[config.mk]
export PLATFORM = sky130hd
export DESIGN_NAME = bus_arbiter_4
export DESIGN_NICKNAME = d
export VERILOG_FILES = /design/src/rtl/bus_arbiter_4_pkg.sv /design/src/rtl/mux_4to1_8bit.sv /design/src/rtl/bus_arbiter_4.sv
export SDC_FILE = /design/constraint.sdc
export NUM_CORES = 1
export LEC_CHECK = 0
export ABC_AREA = 1
export CAP_MARGIN = 30
export CORE_ASPECT_RATIO = 1.1
export CORE_UTILIZATION = 44
export DETAILED_ROUTE_END_ITERATION = 8
export PLACE_DENSITY = 0.89
export SLEW_MARGIN = 0
export SYNTH_ARGS = -nofsm -noshare
export SYNTH_HDL_FRONTEND = slang
export SYNTH_SLANG_ARGS = --single-unit
[constraint.sdc]
create_clock -name clk -period 1.58 [get_ports clk]
set_clock_uncertainty 0.15 [all_clocks]
set_input_delay 0.395 -clock clk [delete_from_list [all_inputs] [get_ports clk]]
set_output_delay 0.395 -clock clk [all_outputs]
set_load 0.05 [all_outputs]
[src/rtl/bus_arbiter_4_pkg.sv]
// bus_arbiter_4_pkg: shared state encoding, default hold limit and requester indices
package bus_arbiter_4_pkg;

    typedef enum logic [1:0] {
        IDLE    = 2'd0,
        BUSY    = 2'd1,
        HANDOFF = 2'd2
    } state_t;

    localparam int MAX_HOLD_DEF = 4;

    localparam logic [1:0] REQ0 = 2'd0;
    localparam logic [1:0] REQ1 = 2'd1;
    localparam logic [1:0] REQ2 = 2'd2;
    localparam logic [1:0] REQ3 = 2'd3;

    function automatic logic [3:0] onehot(input logic [1:0] idx);
        return (idx == REQ0) ? 4'b0001 :
               (idx == REQ1) ? 4'b0010 :
               (idx == REQ2) ? 4'b0100 : 4'b1000;
    endfunction

endpackage

[src/rtl/mux_4to1_8bit.sv]
// mux_4to1_8bit: 8-bit 4:1 data selector steered by S
module mux_4to1_8bit (
    input  logic [7:0] i1,
    input  logic [7:0] i2,
    input  logic [7:0] i3,
    input  logic [7:0] i4,
    input  logic [1:0] S,
    output logic [7:0] Y
);

    // pick one of the four sources by index
    always_comb begin
        Y = (S == 2'd0) ? i1 : (S == 2'd1) ? i2 : (S == 2'd2) ? i3 : i4;
    end

endmodule

[src/rtl/bus_arbiter_4.sv]
// bus_arbiter_4: round-robin owner of the shared 8-bit bus; BUS_ARB_LOCK_EN adds a lock input that suppresses hold-limit preemption
module bus_arbiter_4
    import bus_arbiter_4_pkg::*;
#(
    parameter int MAX_HOLD = MAX_HOLD_DEF,
    parameter int HOLD_W   = 4
) (
    input  logic       clk,
    input  logic       rst_n,
    input  logic [3:0] req,
    input  logic [7:0] i1,
    input  logic [7:0] i2,
    input  logic [7:0] i3,
    input  logic [7:0] i4,
`ifdef BUS_ARB_LOCK_EN
    input  logic       lock,
`endif
    output logic [3:0] grant,
    output logic [1:0] sel,
    output logic [7:0] bus_q,
    output logic       bus_valid
);

    state_t              r_state;
    logic   [HOLD_W-1:0] r_hold_cnt;
    logic   [1:0]        r_last;

    state_t              w_state;
    logic   [3:0]        w_grant;
    logic   [1:0]        w_sel;
    logic   [HOLD_W-1:0] w_cnt;
    logic   [1:0]        w_last;
    logic   [2:0]        w_pick;
    logic                w_sat;
    logic                w_release;
    logic                w_lock;
    logic   [7:0]        w_mux;

`ifdef BUS_ARB_LOCK_EN
    assign w_lock = lock;
`else
    assign w_lock = 1'b0;
`endif

    // first asserted request searching last+1, last+2, last+3, last; msb flags a winner
    function automatic logic [2:0] rr_pick(input logic [3:0] r, input logic [1:0] last);
        logic [2:0] pick;
        logic [1:0] k;
        pick = 3'b000;
        for (int i = 4; i >= 1; i--) begin
            k = last + 2'(i);
            if (r[k]) pick = {1'b1, k};
        end
        return pick;
    endfunction

    mux_4to1_8bit u_mux (
        .i1 (i1),
        .i2 (i2),
        .i3 (i3),
        .i4 (i4),
        .S  (sel),
        .Y  (w_mux)
    );

    // next owner, grant and hold count; IDLE and HANDOFF both arbitrate
    always_comb begin
        w_state   = r_state;
        w_grant   = grant;
        w_sel     = sel;
        w_cnt     = r_hold_cnt;
        w_last    = r_last;
        w_pick    = rr_pick(req, r_last);
        w_sat     = r_hold_cnt == HOLD_W'(MAX_HOLD);
        w_release = !req[sel] || (w_sat && |(req & ~grant) && !w_lock);
        if (r_state == BUSY) begin
            if (w_release) begin
                w_state = HANDOFF;
                w_grant = '0;
                w_last  = sel;
            end else begin
                w_cnt = w_sat ? r_hold_cnt : r_hold_cnt + 1'b1;
            end
        end else if (w_pick[2]) begin
            w_state = BUSY;
            w_grant = onehot(w_pick[1:0]);
            w_sel   = w_pick[1:0];
            w_cnt   = HOLD_W'(1);
        end else begin
            w_state = IDLE;
            w_grant = '0;
        end
    end

    // arbitration state plus the registered bus byte, which follows the owner one cycle late
    always_ff @(posedge clk) begin
        if (!rst_n) begin
            r_state    <= IDLE;
            grant      <= '0;
            sel        <= REQ0;
            r_hold_cnt <= '0;
            r_last     <= REQ3;
            bus_q      <= '0;
            bus_valid  <= 1'b0;
        end else begin
            r_state    <= w_state;
            grant      <= w_grant;
            sel        <= w_sel;
            r_hold_cnt <= w_cnt;
            r_last     <= w_last;
            bus_q      <= (r_state == BUSY) ? w_mux : bus_q;
            bus_valid  <= r_state == BUSY;
        end
    end

endmodule
==> results.sh, run 1 <==
export IMPL_status="finished with violations"
export IMPL_violations="negative setup slack"
export IMPL_intPower_mw=2.224
export IMPL_p_clk_frac=0.064
export IMPL_path_clk_slew_ns=0.14
export IMPL_netlist_area_sq_um=1433
export IMPL_place_hpwl_mm=3.247
export IMPL_numCtsBuffers=3
export IMPL_p_comb_frac=0.713
export IMPL_vias_per_cell=5.625
export IMPL_fp_dieW_um=56.41
export IMPL_route_detailed_wl_per_inst_um=15.17
export IMPL_syn2layout_area_growth_pct=75.46
export IMPL_start_util=0.4660
export IMPL_ir_worst_vdd_mv=1.591
export IMPL_routed_via_count=1817
export IMPL_final_setup_viol_count=6
export IMPL_synth_top_cell_area_share=0.3214
export IMPL_endpoint_kind="flip-flop"
export IMPL_p_per_area_nw_per_um2=1747
export IMPL_rows=21
export IMPL_grt_pass1_wl_mm=6.658
export IMPL_diodes=0
export IMPL_ys_warnings_count=0
export IMPL_syn_inst=214
export IMPL_power_switching_mw=2.168
export IMPL_first_iter_violations=104
export IMPL_crit_required_ns=1.65
export IMPL_htree_levels=1
export IMPL_first_pass_iters=4
export IMPL_synth_seq_area_share=0.3214
export IMPL_io_buffers=52
export IMPL_fmax_mhz=596.9
export IMPL_grt_usage=0.2430
export IMPL_relSlewSlack=0.7233
export IMPL_maxCapViolations=0
export IMPL_synth_ff_latch_count=23
export IMPL_hold_class="reg2reg"
export IMPL_drc=0
export IMPL_ant_nets=0
export IMPL_grt_max_degree=17
export IMPL_setup_tns_ns=-0.2952
export IMPL_yosys_area_top_type="dfxtp_1"
export IMPL_wl_met2_mm=2.488
export IMPL_gr_total_overflow=0
export IMPL_cts_tree="yes"
export IMPL_period_minus_slack_ns=1.675
export IMPL_die_area_sq_um=3488
export IMPL_wl_met1_mm=1.880
export IMPL_die_y_um=61.85
export IMPL_antenna_found_initial=0
export IMPL_synth_nets=254
export IMPL_crit_fanout=4
export IMPL_ys_types=25
export IMPL_switching_share=0.4937
export IMPL_rsz0062_at_grt="true"
export IMPL_fin_nets=330
export IMPL_routed_wl_mm=4.899
export IMPL_max_stage_delay_ns=0.39
export IMPL_clock_latency_ns=0.32
export IMPL_drive_gt1_frac=0.3391
export IMPL_synthTopCellsByArea="dfxtp_1 32%, nand2_1 15%, nand3_1 10%, a21oi_1 7.0%, o211ai_1 5.2%"
export IMPL_clock_sinks=23
export IMPL_fin_crit_sh=1.060
export IMPL_place_inst=309
export IMPL_syn_avg_cell_area_sq_um=6.695
export IMPL_clock_path_buffers=2
export IMPL_startpoint_type="flip-flop"
export IMPL_holdWs_ns=0.3673
export IMPL_setup_ws_ns=-0.09521
export IMPL_cp_common_cell="nand2_1"
export IMPL_wl_met3_um=398
export IMPL_slowest_stage="dfxtp_4"
export IMPL_critPathKind="reg2reg"
export IMPL_worst_pin_slew_ns=0.4146
export IMPL_grt_pass1_vias=1615
export IMPL_p_seq_frac=0.223
export IMPL_io_pins=53
export IMPL_cts_root_buf="clkbuf_4"
export IMPL_power_leakage_nw=1.075
export IMPL_slew_violations=0
export IMPL_final_cell_count_no_fill=323
export IMPL_hold_viol=0
export IMPL_path_cells="buf_6 -> nand2_1 -> nand3_1 -> nand2_1 -> inv_1 -> nand2_1 -> nand3_1 -> nand2_2 -> nand2_1 -> o211ai_1 -> inv_1"
export IMPL_place_congestion=0.9629
export IMPL_highest_layer="met4"
export IMPL_arrival_ns=1.74
export IMPL_fp_coreArea_sq_um=3074
## through the flow
step,utilization,power [mW],setup WS (ns),cell area (sq um)
2_1_floorplan,-,2.497,0.01516,1440
3_3_place_gp,0.7355,3.544,-0.4575,2261
3_5_place_dp,0.7355,3.586,-0.4640,2261
4_1_cts,0.7607,3.932,0.0004442,2338
5_1_grt,0.8177,4.632,-0.1252,2514
6_report,0.8177,4.392,-0.09521,2514
## state kept, by name, indices dropped and copies added (netlist names)
signal      flops
r_state         2
sel             2
r_last          2
r_hold_cnt      4
bus_q           8
grant           4
bus_valid       1
## area by class of cell
| class | instances | area [sq um] |
|---|---|---|
| clock buffer | 3 | 22.52 |
| inverter | 21 | 85.08 |
| timing repair buffer | 77 | 893.4 |
| fill | 176 | 560.5 |
| tap | 34 | 42.54 |
| sequential | 23 | 485.5 |
| timing repair inverter | 1 | 7.507 |
| clock inverter | 1 | 5.005 |
| multi-input combinational | 163 | 972.2 |
## power by group through the flow
stage,Sequential (mW),Combinational (mW),Clock [mW]
floorplan,1.33,1.16,0
global placement,0.989,2.56,0
detailed placement,0.993,2.59,0
CTS,0.975,2.67,0.283
global route,0.998,3.32,0.315
finish,0.981,3.13,0.280
## worst paths after layout
path | startpoint | to | slack (ns) | cells past startpoint
setup reg to reg | r_last[0] | sel[0] | -0.1 | 11
hold reg to reg | grant[1] | grant[1] | 0.37 | 2
hold / removal | grant[1] | grant[1] | 0.37 | 2
setup / recovery | r_last[0] | sel[0] | -0.1 | 11
## layout by cell type (no fill, tap or decap), types with 6 or more instances in the layout
cell	count
nand2_1	41
clkdlybuf4s50_1	33
nand3_1	28
buf_4	19
a21oi_1	17
nand2_2	17
buf_12	17
inv_1	15
dfxtp_1	13
o211ai_1	10
o21ai_0	9
nor2_1	8
o21ai_1	6
## synthesized netlist by cell type, drive strengths merged
cell type,instances
inv,21
buf,4
a21oi,21
a31oi,1
clkbuf,3
xnor2,1
xor2,1
nor2,15
dfxtp,23
o211ai,10
o21ai,17
nand3,32
nand4,4
nand2,59
ha,2
## logic make-up (layout without fill, tap and decap cells)
family / count (synthesis) / count (layout) / synth area share
xor gates and xnor gates: 2 / 2 / 0.01223
DFF: 23 / 23 / 0.3214
buffers and inverters: 28 / 103 / 0.08122
adders and majority gates: 2 / 2 / 0.01746
AOI/OAI and AO/OA: 49 / 49 / 0.2079
and+or+nand+nor: 110 / 110 / 0.3598
## worst max-delay path, delay by kind of cell, from the launching register on
| family | cells | cell delay, ns |
|---|---|---|
| simple gates | 7 | 0.71 |
| compound gates | 1 | 0.09 |
| flops | 1 | 0.39 |
| buf+inv | 3 | 0.20 |
## repair_timing
item                                    in CTS  in global routing
endpoints found under the setup margin      13                 21
pin swaps                                    5                 11
hold buffers                                 0                  0
endpoints found under the hold margin        0                  0
resized for setup                           18                 42
buffers inserted                             3                  6
cloned                                       0                  1
## metal layers
layer,vias up,track usage
li1,874,-
met2,110,0.4677
met3,12,0.02692
met5,-,0
met1,821,0.2872
met4,0,0.08362
(Power assumes the default switching activity.)
==> inputs of run 2 (changes only) <==
Settings changed: CTS_CLUSTER_DIAMETER set to 100.
==> results of run 2 <==
No change in the layout: final DEF, timing and power equal those of run 1.
==> inputs of run 3 (changes only) <==
==> constraint.sdc (replaced) <==
create_clock -name clk -period 1.58 [get_ports clk]
set_clock_uncertainty 0.15 [all_clocks]
set_input_delay 0.158 -clock clk [delete_from_list [all_inputs] [get_ports clk]]
set_output_delay 0.158 -clock clk [all_outputs]
set_load 0.05 [all_outputs]
==> results.sh, run 3 (synthesis gave the netlist of run 1 again) <==
export IMPL_critPathKind="reg2reg"
export IMPL_gr_total_overflow=0
export IMPL_cts_root_buf="clkbuf_4"
export IMPL_fin_area_sq_um=2257
export IMPL_vias_per_cell=5.549
export IMPL_setup_tns_ns=-0.07855
export IMPL_place_congestion=0.9855
export IMPL_syn2layout_area_growth_pct=57.55
export IMPL_power_switching_mw=2.009
export IMPL_final_cell_count_no_fill=317
export IMPL_fp_dieW_um=56.41
export IMPL_place_hpwl_mm=3.234
export IMPL_p_per_area_nw_per_um2=1713
export IMPL_period_minus_slack_ns=1.604
export IMPL_endpoint_kind="flip-flop"
export IMPL_p_comb_frac=0.684
export IMPL_fp_coreArea_sq_um=3074
export IMPL_holdWs_ns=0.3206
export IMPL_top_register="bus_q"
export IMPL_worst_pin_slew_ns=0.4301
export IMPL_nFillCells=241
export IMPL_start_util=0.4660
export IMPL_grt_pass1_vias=1529
export IMPL_relSlewSlack=0.7129
export IMPL_grt_usage=0.2402
export IMPL_clock_sinks=23
export IMPL_place_ws_ns=-0.2460
export IMPL_die_area_sq_um=3488
export IMPL_first_pass_iters=4
export IMPL_route_detailed_wl_per_inst_um=14.17
export IMPL_io_buffers=52
export IMPL_hold_class="reg2reg"
export IMPL_ir_worst_vdd_mv=1.406
export IMPL_rows=21
export IMPL_die_y_um=61.85
export IMPL_status="finished with violations"
export IMPL_p_seq_frac=0.243
export IMPL_dpl_cell_area_sq_um=2081
export IMPL_final_setup_viol_count=5
export IMPL_p_clk_frac=0.073
export IMPL_largest_register_ffs=8
export IMPL_diodes=0
export IMPL_rsz0062_at_grt="true"
export IMPL_numCtsBuffers=3
export IMPL_fin_crit_sh=1.015
export IMPL_reg_largest_list="bus_q (8), grant (4), r_hold_cnt (4)"
export IMPL_power_leakage_nw=0.9989
export IMPL_clock_latency_ns=0.32
export IMPL_final_cell_mix="43 x nand2_1, 37 x clkdlybuf4s50_1, 31 x buf_4"
export IMPL_arrival_ns=1.71
export IMPL_crit_required_ns=1.69
export IMPL_violations="negative setup slack"
export IMPL_startpoint_type="flip-flop"
export IMPL_fin_nets=324
export IMPL_maxCapViolations=0
export IMPL_grt_max_degree=17
export IMPL_routed_wl_mm=4.493
export IMPL_place_inst=310
export IMPL_intPower_mw=1.858
export IMPL_ant_nets=0
export IMPL_hold_viol=0
export IMPL_first_iter_violations=102
export IMPL_cts_tree="yes"
export IMPL_crit_fanout=6
export IMPL_antenna_found_initial=0
export IMPL_r2r_slack_ns=-0.02
export IMPL_switching_share=0.5196
export IMPL_routed_via_count=1759
export IMPL_setup_ws_ns=-0.02441
export IMPL_clock_path_buffers=2
export IMPL_drive_gt1_frac=0.3039
export IMPL_slew_violations=0
export IMPL_fmax_mhz=623.3
export IMPL_drc=0
export IMPL_htree_levels=1
export IMPL_layout_commonest_cell="nand2_1"
export IMPL_grt_pass1_wl_mm=6.534
export IMPL_path_clk_slew_ns=0.13
export IMPL_io_pins=53
==> run 3: cell types whose count changed in the layout (fill, tap and decap cells not counted), moves of 4 or more <==
cell,before,now
clkdlybuf4s50_1,33,37
buf_4,19,31
dlygate4sd2_1,4,0
buf_12,17,2
==> run 3: power by group through the flow <==
stage                     registers, mW  logic [mW]  clock network, mW
after floorplan                    1.33        1.16                  0
after global placement            0.931        2.30                  0
after detailed placement          0.932        2.35                  0
after CTS                         0.922        2.37              0.287
after global routing              0.964        2.85              0.303
final                             0.940        2.64              0.282
==> run 3: routing by layer <==
layer / share of wire / wire length [um] / GRT usage
met1: 0.39 / 1736 / 0.2617
met2: 0.52 / 2353 / 0.4507
met3: 0.065 / 291 / 0.04348
met4: 0.025 / 112 / 0.1394
met5: 0 / 0 / 0
==> run 3: layout make-up <==
class / count / area, sq um / share of cell area
Tap cell: 34 / 42.54 / 0.01885
Clock buffer: 3 / 22.52 / 0.009978
Inverter: 21 / 81.33 / 0.03603
Sequential cell: 23 / 476.7 / 0.2112
Clock inverter: 1 / 5.005 / 0.002217
Multi-Input combinational cell: 163 / 963.4 / 0.4268
Timing Repair Buffer: 72 / 665.6 / 0.2949
==> run 3: final timing paths <==
path / endpoint / depth (start not counted) / startpoint
worst min-delay path: grant[0] / 2 / grant[0]
worst max-delay path: r_hold_cnt[2] / 8 / r_last[0]
worst min register to register: grant[0] / 2 / grant[0]
worst max register to register: r_hold_cnt[2] / 8 / r_last[0]
==> run 3: repair_timing <==
| action | in CTS | in global routing |
|---|---|---|
| setup buffers | 0 | 3 |
| cloned | 0 | 0 |
| hold buffers | 0 | 0 |
| pin swaps | 1 | 12 |
| endpoints found under the setup margin | 4 | 16 |
| gates resized for setup | 3 | 38 |
==> run 3: critical path, stage by stage, from the launching register on <==
cell,delay [ns]
dfxtp_4,0.38
buf_6,0.13
o21ai_4,0.20
nor2_4,0.06
a31oi_4,0.28
inv_4,0.09
nand2_4,0.09
nand2_1,0.05
a21oi_1,0.11
==> run 3: metrics by stage <==
step | power, mW | util
after floorplan | 2.497 | -
after global placement | 3.235 | 0.6768
after detailed placement | 3.281 | 0.6768
after CTS | 3.578 | 0.6895
after global routing | 4.115 | 0.7342
final | 3.867 | 0.7342
